<file path="src/rtl/spi_stream_reader_if.sv">
// SPI pin bundle plus FIFO read port for the audio stream reader.
// The slave modport is the reader's view; master is the host/FIFO side.
interface spi_stream_reader_if #(
    parameter int COUNT_WIDTH = 17
) ();
    logic                   sck;
    logic                   cs;
    logic                   mosi;
    logic                   miso;
    logic                   fifo_rd_en;
    logic [7:0]             fifo_rd_data;
    logic                   fifo_empty;
    logic [COUNT_WIDTH-1:0] fifo_count;
    logic                   busy;
    logic                   underflow;

    modport slave (
        input  sck,
        input  cs,
        input  mosi,
        output miso,
        output fifo_rd_en,
        input  fifo_rd_data,
        input  fifo_empty,
        input  fifo_count,
        output busy,
        output underflow
    );

    modport master (
        output sck,
        output cs,
        output mosi,
        input  miso,
        input  fifo_rd_en,
        output fifo_rd_data,
        output fifo_empty,
        output fifo_count,
        input  busy,
        input  underflow
    );
endinterface

</file>
<file path="src/rtl/spi_stream_reader.sv">
// SPI mode-0 slave that drains the compressed-audio byte FIFO to the host.
// One command byte per transaction selects streaming, fill-count readout,
// underflow clear or discard; status is returned during the command byte.
module spi_stream_reader #(
    parameter int         COUNT_WIDTH = 17,
    parameter logic [7:0] FILL_BYTE   = 8'h00,
    parameter int         SYNC_STAGES = 2
) (
    input  logic               clk,
    input  logic               rst_n,
    spi_stream_reader_if.slave bus
);
    typedef enum logic [2:0] {IDLE, CMD, STREAM, COUNT, DISCARD} state_t;

    state_t state, state_nx;

    logic [SYNC_STAGES-1:0] sck_sync, cs_sync, mosi_sync;
    logic                   sck_prev, cs_prev;
    logic                   sck_s, cs_s, mosi_s;
    logic                   sck_rise, sck_fall, cs_rise, cs_fall;

    logic [2:0]  bit_cnt;
    logic        boundary;
    logic [6:0]  rx_sh;
    logic [7:0]  rx_byte;
    logic [7:0]  shreg;

    logic        rd_en_q, cap_q, rd_issue;
    logic        stg_full;
    logic [7:0]  stg;
    logic [7:0]  cur_byte;
    logic        inflight, pend, fill_pend;
    logic        underflow_q, uf_set;

    logic [23:0] cnt_ext;
    logic [15:0] cnt_lo;
    logic [1:0]  cnt_idx;
    logic [7:0]  count_byte;
    logic [7:0]  stream_byte;

    logic        load_status, load_stream, load_count, load_zero;
    logic        latch_cnt, clr_uf;
    logic        use_pend, use_cap, use_stg, use_fill;

    assign sck_s    = sck_sync[SYNC_STAGES-1];
    assign cs_s     = cs_sync[SYNC_STAGES-1];
    assign mosi_s   = mosi_sync[SYNC_STAGES-1];
    assign sck_rise = sck_s & ~sck_prev;
    assign sck_fall = ~sck_s & sck_prev;
    assign cs_rise  = cs_s & ~cs_prev;
    assign cs_fall  = ~cs_s & cs_prev;

    assign boundary = sck_rise && (bit_cnt == 3'd7);
    assign rx_byte  = {rx_sh, mosi_s};
    assign cnt_ext  = 24'(bus.fifo_count);

    assign bus.miso       = (state != IDLE) & shreg[7];
    assign bus.busy       = (state != IDLE);
    assign bus.fifo_rd_en = rd_en_q;
    assign bus.underflow  = underflow_q;

    // Synchronizers reset low so a falling cs is only seen after cs was high.
    always_ff @(posedge clk or negedge rst_n) begin
        if (!rst_n) begin
            sck_sync  <= '0;
            cs_sync   <= '0;
            mosi_sync <= '0;
            sck_prev  <= 1'b0;
            cs_prev   <= 1'b0;
        end else begin
            sck_sync[0]  <= bus.sck;
            cs_sync[0]   <= bus.cs;
            mosi_sync[0] <= bus.mosi;
            for (int i = 1; i < SYNC_STAGES; i++) begin
                sck_sync[i]  <= sck_sync[i-1];
                cs_sync[i]   <= cs_sync[i-1];
                mosi_sync[i] <= mosi_sync[i-1];
            end
            sck_prev <= sck_s;
            cs_prev  <= cs_s;
        end
    end

    // FSM state register.
    always_ff @(posedge clk or negedge rst_n) begin
        if (!rst_n) state <= IDLE;
        else        state <= state_nx;
    end

    // Next state and per-byte load decisions; cs rising overrides everything.
    always_comb begin
        state_nx    = state;
        load_status = 1'b0;
        load_stream = 1'b0;
        load_count  = 1'b0;
        load_zero   = 1'b0;
        latch_cnt   = 1'b0;
        clr_uf      = 1'b0;
        if (cs_rise) begin
            state_nx = IDLE;
        end else begin
            case (state)
                IDLE: begin
                    if (cs_fall) begin
                        state_nx    = CMD;
                        load_status = 1'b1;
                    end
                end
                CMD: begin
                    if (boundary) begin
                        case (rx_byte)
                            8'h01: begin
                                state_nx    = STREAM;
                                load_stream = 1'b1;
                            end
                            8'h02: begin
                                state_nx   = COUNT;
                                load_count = 1'b1;
                                latch_cnt  = 1'b1;
                            end
                            8'h03: begin
                                state_nx  = DISCARD;
                                load_zero = 1'b1;
                                clr_uf    = 1'b1;
                            end
                            default: begin
                                state_nx  = DISCARD;
                                load_zero = 1'b1;
                            end
                        endcase
                    end
                end
                STREAM:  if (boundary) load_stream = 1'b1;
                COUNT:   if (boundary) load_count = 1'b1;
                DISCARD: if (boundary) load_zero = 1'b1;
                default: state_nx = IDLE;
            endcase
        end
    end

    // Source priority for the next streamed byte: interrupted byte, fresh capture, staging, fill.
    always_comb begin
        use_pend    = load_stream & pend;
        use_cap     = load_stream & ~pend & cap_q;
        use_stg     = load_stream & ~pend & ~cap_q & stg_full;
        use_fill    = load_stream & ~pend & ~cap_q & ~stg_full;
        stream_byte = FILL_BYTE;
        if (pend)          stream_byte = cur_byte;
        else if (cap_q)    stream_byte = bus.fifo_rd_data;
        else if (stg_full) stream_byte = stg;
        count_byte = 8'h00;
        if (latch_cnt) count_byte = cnt_ext[23:16];
        else if (cnt_idx == 2'd1) count_byte = cnt_lo[15:8];
        else if (cnt_idx == 2'd2) count_byte = cnt_lo[7:0];
        rd_issue = ((state == CMD) || (state == STREAM)) && !stg_full &&
                   !bus.fifo_empty && !rd_en_q && !cap_q;
        uf_set   = fill_pend & sck_rise & ~cs_rise;
    end

    // Bit counter: cleared at every cs edge, wraps 7->0 at the byte boundary.
    always_ff @(posedge clk or negedge rst_n) begin
        if (!rst_n)                              bit_cnt <= 3'd0;
        else if (cs_fall || cs_rise)             bit_cnt <= 3'd0;
        else if (sck_rise && (state != IDLE))    bit_cnt <= bit_cnt + 3'd1;
    end

    // Receive and transmit shifters; no shift on the fall following a fresh load.
    always_ff @(posedge clk) begin
        if (sck_rise) rx_sh <= rx_byte[6:0];
        if (load_status)      shreg <= {bus.fifo_empty, underflow_q, 6'b0};
        else if (load_stream) shreg <= stream_byte;
        else if (load_count)  shreg <= count_byte;
        else if (load_zero)   shreg <= 8'h00;
        else if (sck_fall && (bit_cnt != 3'd0) && (state != IDLE))
            shreg <= {shreg[6:0], 1'b0};
    end

    // Prefetch handshake, staging occupancy and interrupted-byte bookkeeping.
    always_ff @(posedge clk or negedge rst_n) begin
        if (!rst_n) begin
            rd_en_q   <= 1'b0;
            cap_q     <= 1'b0;
            stg_full  <= 1'b0;
            inflight  <= 1'b0;
            pend      <= 1'b0;
            fill_pend <= 1'b0;
            cnt_idx   <= 2'd0;
        end else begin
            rd_en_q <= rd_issue;
            cap_q   <= rd_en_q;
            if (cap_q && !use_cap) stg_full <= 1'b1;
            else if (use_stg)      stg_full <= 1'b0;
            if (cs_rise) begin
                inflight  <= 1'b0;
                fill_pend <= 1'b0;
                if (inflight) pend <= 1'b1;
            end else begin
                if (load_stream) begin
                    inflight  <= ~use_fill;
                    fill_pend <= use_fill;
                end else if (uf_set) begin
                    fill_pend <= 1'b0;
                end
                if (use_pend) pend <= 1'b0;
            end
            if (latch_cnt)                         cnt_idx <= 2'd1;
            else if (load_count && cnt_idx != 2'd3) cnt_idx <= cnt_idx + 2'd1;
        end
    end

    // Data holding registers for staged, in-flight and latched-count bytes.
    always_ff @(posedge clk) begin
        if (cap_q && !use_cap) stg <= bus.fifo_rd_data;
        if (use_cap)           cur_byte <= bus.fifo_rd_data;
        else if (use_stg)      cur_byte <= stg;
        if (latch_cnt)         cnt_lo <= cnt_ext[15:0];
    end

    // Sticky underflow: raised when the host clocks the first bit of a fill byte.
    always_ff @(posedge clk or negedge rst_n) begin
        if (!rst_n) begin
            underflow_q <= 1'b0;
        end else begin
            if (clr_uf) underflow_q <= 1'b0;
            if (uf_set) underflow_q <= 1'b1;
        end
    end
endmodule
</file>
<file path="src/flat_wrapper.sv">
// flat-port wrapper written by rule: the top's interface ports become plain ports
module spi_stream_reader_flat 
#(
    parameter int         COUNT_WIDTH = 17,
    parameter logic [7:0] FILL_BYTE   = 8'h00,
    parameter int         SYNC_STAGES = 2
)
  (clk, rst_n, bus_sck, bus_cs, bus_mosi, bus_miso, bus_fifo_rd_en, bus_fifo_rd_data, bus_fifo_empty, bus_fifo_count, bus_busy, bus_underflow);
  spi_stream_reader_if #(.COUNT_WIDTH(COUNT_WIDTH)) bus_i ();
  input  logic clk;
  input  logic rst_n;
  input wire logic [$bits(bus_i.sck)-1:0] bus_sck;
  input wire logic [$bits(bus_i.cs)-1:0] bus_cs;
  input wire logic [$bits(bus_i.mosi)-1:0] bus_mosi;
  output wire logic [$bits(bus_i.miso)-1:0] bus_miso;
  output wire logic [$bits(bus_i.fifo_rd_en)-1:0] bus_fifo_rd_en;
  input wire logic [$bits(bus_i.fifo_rd_data)-1:0] bus_fifo_rd_data;
  input wire logic [$bits(bus_i.fifo_empty)-1:0] bus_fifo_empty;
  input wire logic [$bits(bus_i.fifo_count)-1:0] bus_fifo_count;
  output wire logic [$bits(bus_i.busy)-1:0] bus_busy;
  output wire logic [$bits(bus_i.underflow)-1:0] bus_underflow;
  assign bus_i.sck = bus_sck;
  assign bus_i.cs = bus_cs;
  assign bus_i.mosi = bus_mosi;
  assign bus_miso = bus_i.miso;
  assign bus_fifo_rd_en = bus_i.fifo_rd_en;
  assign bus_i.fifo_rd_data = bus_fifo_rd_data;
  assign bus_i.fifo_empty = bus_fifo_empty;
  assign bus_i.fifo_count = bus_fifo_count;
  assign bus_busy = bus_i.busy;
  assign bus_underflow = bus_i.underflow;
  spi_stream_reader #(.COUNT_WIDTH(COUNT_WIDTH), .FILL_BYTE(FILL_BYTE), .SYNC_STAGES(SYNC_STAGES)) u_core (.clk(clk), .rst_n(rst_n), .bus(bus_i));
endmodule
</file>
<file path="config.mk">
export PLATFORM = sky130hd
export DESIGN_NAME = spi_stream_reader_flat
export DESIGN_NICKNAME = d
export VERILOG_FILES = /design/src/rtl/spi_stream_reader_if.sv /design/src/rtl/spi_stream_reader.sv /design/src/flat_wrapper.sv
export SDC_FILE = /design/constraint.sdc
export NUM_CORES = 1
export LEC_CHECK = 0
export BUFFER_PORTS_ARGS = -buffer_cell sky130_fd_sc_hd__buf_2
export CAP_MARGIN = 40
export CORE_UTILIZATION = 45
export DETAILED_ROUTE_END_ITERATION = 8
export HOLD_SLACK_MARGIN = 0.08
export PLACE_DENSITY = 0.63
export SLEW_MARGIN = 10
export SYNTH_ARGS = -nofsm -noshare
export SYNTH_HDL_FRONTEND = slang
export SYNTH_SLANG_ARGS = --single-unit
export TNS_END_PERCENT = 1
</file>
<file path="constraint.sdc">
create_clock -name clk -period 2.2 [get_ports clk]
set_input_delay 0 -clock clk [delete_from_list [all_inputs] [get_ports clk]]
set_output_delay 0 -clock clk [all_outputs]
set_load 0.01 [all_outputs]
</file>
==> results.json <==
{
  "criticalPathCategory": "reg2reg",
  "crit_arrival_ps": 2150,
  "ys.flop_type": "edfxtp_1",
  "vias": 2385,
  "cap_violations": 0,
  "worst-endpoint-required_ps": 2250,
  "firstDrtPassIters": 4,
  "cp-start-kind": "flop",
  "preCtsSetupSlack_ps": -36.5,
  "grt_pass1_wl_mm": 11.4,
  "die_h_um": 87.2,
  "drc": 0,
  "crit_path_max_fanout": 8,
  "antenna_found_initial": 0,
  "synth-async-reset-ratio": 0.329,
  "core_area_sq_um": 6910,
  "yosysUniqueCellTypes": 52,
  "maxSlewViolCount": 0,
  "tightest_slew_ps": 541,
  "slew_headroom": 0.639,
  "wl_per_cell_um": 15.0,
  "cp-end-kind": "flop",
  "drive_gt1_frac": 0.236,
  "htree_levels": 3,
  "synth_top_area_cell": "edfxtp_1",
  "final_core_util": 0.601,
  "path_delay_family": "simple AND/OR/NAND/NOR gates",
  "layout_commonest_cell": "edfxtp_1",
  "final_nets": 399,
  "ys_seq_area_frac": 0.590,
  "numCtsBuffers": 9,
  "initial_core_util": 0.473,
  "p_sw_mw": 0.807,
  "grt_overflow": 0,
  "synth.top_cell.area_share": 0.377,
  "port-buffer-count": 34,
  "hp-class": "in2reg",
  "cts_sinks": 70,
  "multi_input_area_sq_um": 1250,
  "ys.warnings.count": 0,
  "tritoncts": "yes",
  "antenna_cells": 0,
  "ctsLongestPathBuffers": 2,
  "pwr_density_cell_nw_per_um2": 743,
  "clkSlewWorstSetupHoldPaths_ps": 80,
  "worst-path-buf-inv": 2,
  "switching_share": 0.261,
  "cp_cell_sequence": "ha_1 -> ha_1 -> nand4bb_1 -> nor2_1 -> and2_1 -> buf_4 -> nand2b_1 -> and2_1 -> buf_4",
  "die_x_um": 87.2,
  "viasPerCell": 5.17,
  "p_int_mw": 2.28,
  "cts_setup_buffers": 0,
  "regArea_sq_um": 1930,
  "fmax_mhz": 477,
  "drtIter0Drc": 142,
  "hpwl_mm": 4.64,
  "routed_wl_mm": 6.91,
  "ys_seq_elements": 70,
  "ir_worst_vdd_uv": 533,
  "io-pin-count": 35,
  "setup_slack_ps": 102,
  "synth_edf_count": 41,
  "fillCellCount": 588,
  "grt_use_total": 0.202,
  "outcome": "complete, no violations",
  "first_global_vias": 2390,
  "p_clk_frac": 0.338,
  "finalCritPeriodShare": 0.954,
  "cp_slowest_cell": "dfrtp_1",
  "cellLeakagePower_nw": 1.65,
  "hold_violations": 0,
  "synth_area_leaders": "edfxtp_1 38%, dfrtp_1 18%, a21oi_1 4.0%, dfxtp_1 3.7%, mux2_2 3.1%",
  "clock_skew_ps": 12.7,
  "fin_crit_ps": 2100,
  "rows": 30,
  "syn_area_sq_um": 3270,
  "layout_common_cells": "41 x edfxtp_1, 34 x buf_2, 29 x dlygate4sd3_1",
  "pwr-share-comb": 0.156,
  "setup_viol": 0,
  "area_growth_pct": 27.1,
  "clockRootBuffer": "clkbuf_8",
  "grt_max_degree": 24,
  "slowest_delay_ps": 380,
  "gp_congestion": 0.805,
  "fp.dieArea_sq_um": 7610,
  "syn_inst": 282,
  "syn_area_per_cell_sq_um": 11.6,
  "synth_fp_nets": 321,
  "antenna_left": 0,
  "insertion_delay_ps": 350,
  "power_frac_seq": 0.506
}
## registers in the layout (all words and copies together) (netlist names), 2 cells and up
name	count
u_core.stg	8
u_core.bit_cnt	3
u_core.cs_sync	2
u_core.rx_sh	7
u_core.cnt_idx	2
u_core.cnt_lo	16
u_core.state	3
u_core.sck_sync	2
u_core.shreg	8
u_core.mosi_sync	2
u_core.cur_byte	8
## repair_timing
item	CTS	global route
hold buffers	29	0
resized for setup	2	3
endpoints found under the setup margin	11	19
endpoints found under the hold margin	60	0
pin swaps	0	1
## cells in the mapped netlist (2+ instances only)
master    instances
edfxtp_1         41
a21oi_1          26
nor2_1           24
dfrtp_1          23
nand2_1          22
nor3_1           11
clkbuf_1          9
inv_1             9
mux2_2            9
o21ai_0           9
ha_1              8
nand3b_1          8
nand2b_1          7
dfxtp_1           6
nor2b_1           6
and2_1            5
buf_2             5
o221a_1           5
o22ai_1           5
nor3b_1           4
or3_1             4
a211oi_1          2
a41oi_1           2
nand4b_1          2
o32a_1            2
xnor2_1           2
## worst register-to-register path, stage by stage (launching register included)
cell and delay [ps]:
dfrtp_1 380, ha_1 210, ha_1 220, nand4bb_1 150, nor2_1 80, and2_1 180
buf_4 140, nand2b_1 110, and2_1 130, buf_4 180
## per-layer routing
metal,share of wire,global-route usage
met5,0,0
met3,0.041,0.0559
met4,0.013,0.0924
met2,0.46,0.311
met1,0.49,0.265
## power groups by stage
| stage | clock network, mW | logic (mW) | registers [mW] |
|---|---|---|---|
| 5_1_grt | 1.11 | 0.538 | 1.57 |
| 2_1_floorplan | 0 | 0.324 | 1.53 |
| 3_3_place_gp | 0 | 0.433 | 1.58 |
| 3_5_place_dp | 0 | 0.436 | 1.59 |
| 6_report | 1.04 | 0.481 | 1.56 |
| 4_1_cts | 1.07 | 0.479 | 1.56 |
## logic make-up after synthesis
family	share of synthesized area
AOI/OAI and AO/OA	0.125
DFF	0.590
buffers and inverters	0.0318
xor gates and xnor gates	0.00804
adders and majority gates	0.0337
muxes	0.0341
and+or+nand+nor	0.178
## metrics by stage
stage	std cells	setup TNS [ps]	instance area [sq um]	hold WS, ps	total power [mW]
finish	461	0	4150	97.5	3.09
global route	461	-69.6	4150	106	3.23
CTS	461	0	4140	84.5	3.11
detailed placement	416	-224	3640	11.2	2.02
global placement	416	-158	3640	13.6	2.02
floorplan	282	0	3270	-296	1.85
## final timing paths
path | from | end | slack [ps] | cells past startpoint
min in group asynchronous | rst_n | u_core.cs_prev | 170 | 2
min reg2reg | u_core.mosi_sync[0] | u_core.mosi_sync[1] | 350 | 0
max reg2reg | u_core.bit_cnt[0] | u_core.stg[3] | 100 | 9
max | u_core.bit_cnt[0] | u_core.stg[3] | 100 | 9
max in group asynchronous | rst_n | u_core.cnt_idx[0] | 1660 | 2
min | bus_fifo_count[16] | u_core.shreg[0] | 100 | 4
## area by class of cell
class	instances	area share
Clock buffer	13	0.0437
Clock inverter	3	0.00542
Tap cell	96	0.0289
Sequential cell	70	0.464
Timing Repair Buffer	83	0.148
Multi-Input combinational cell	187	0.302
Inverter	9	0.00813
No activity file was read; power rests on OpenSTA's default activity.
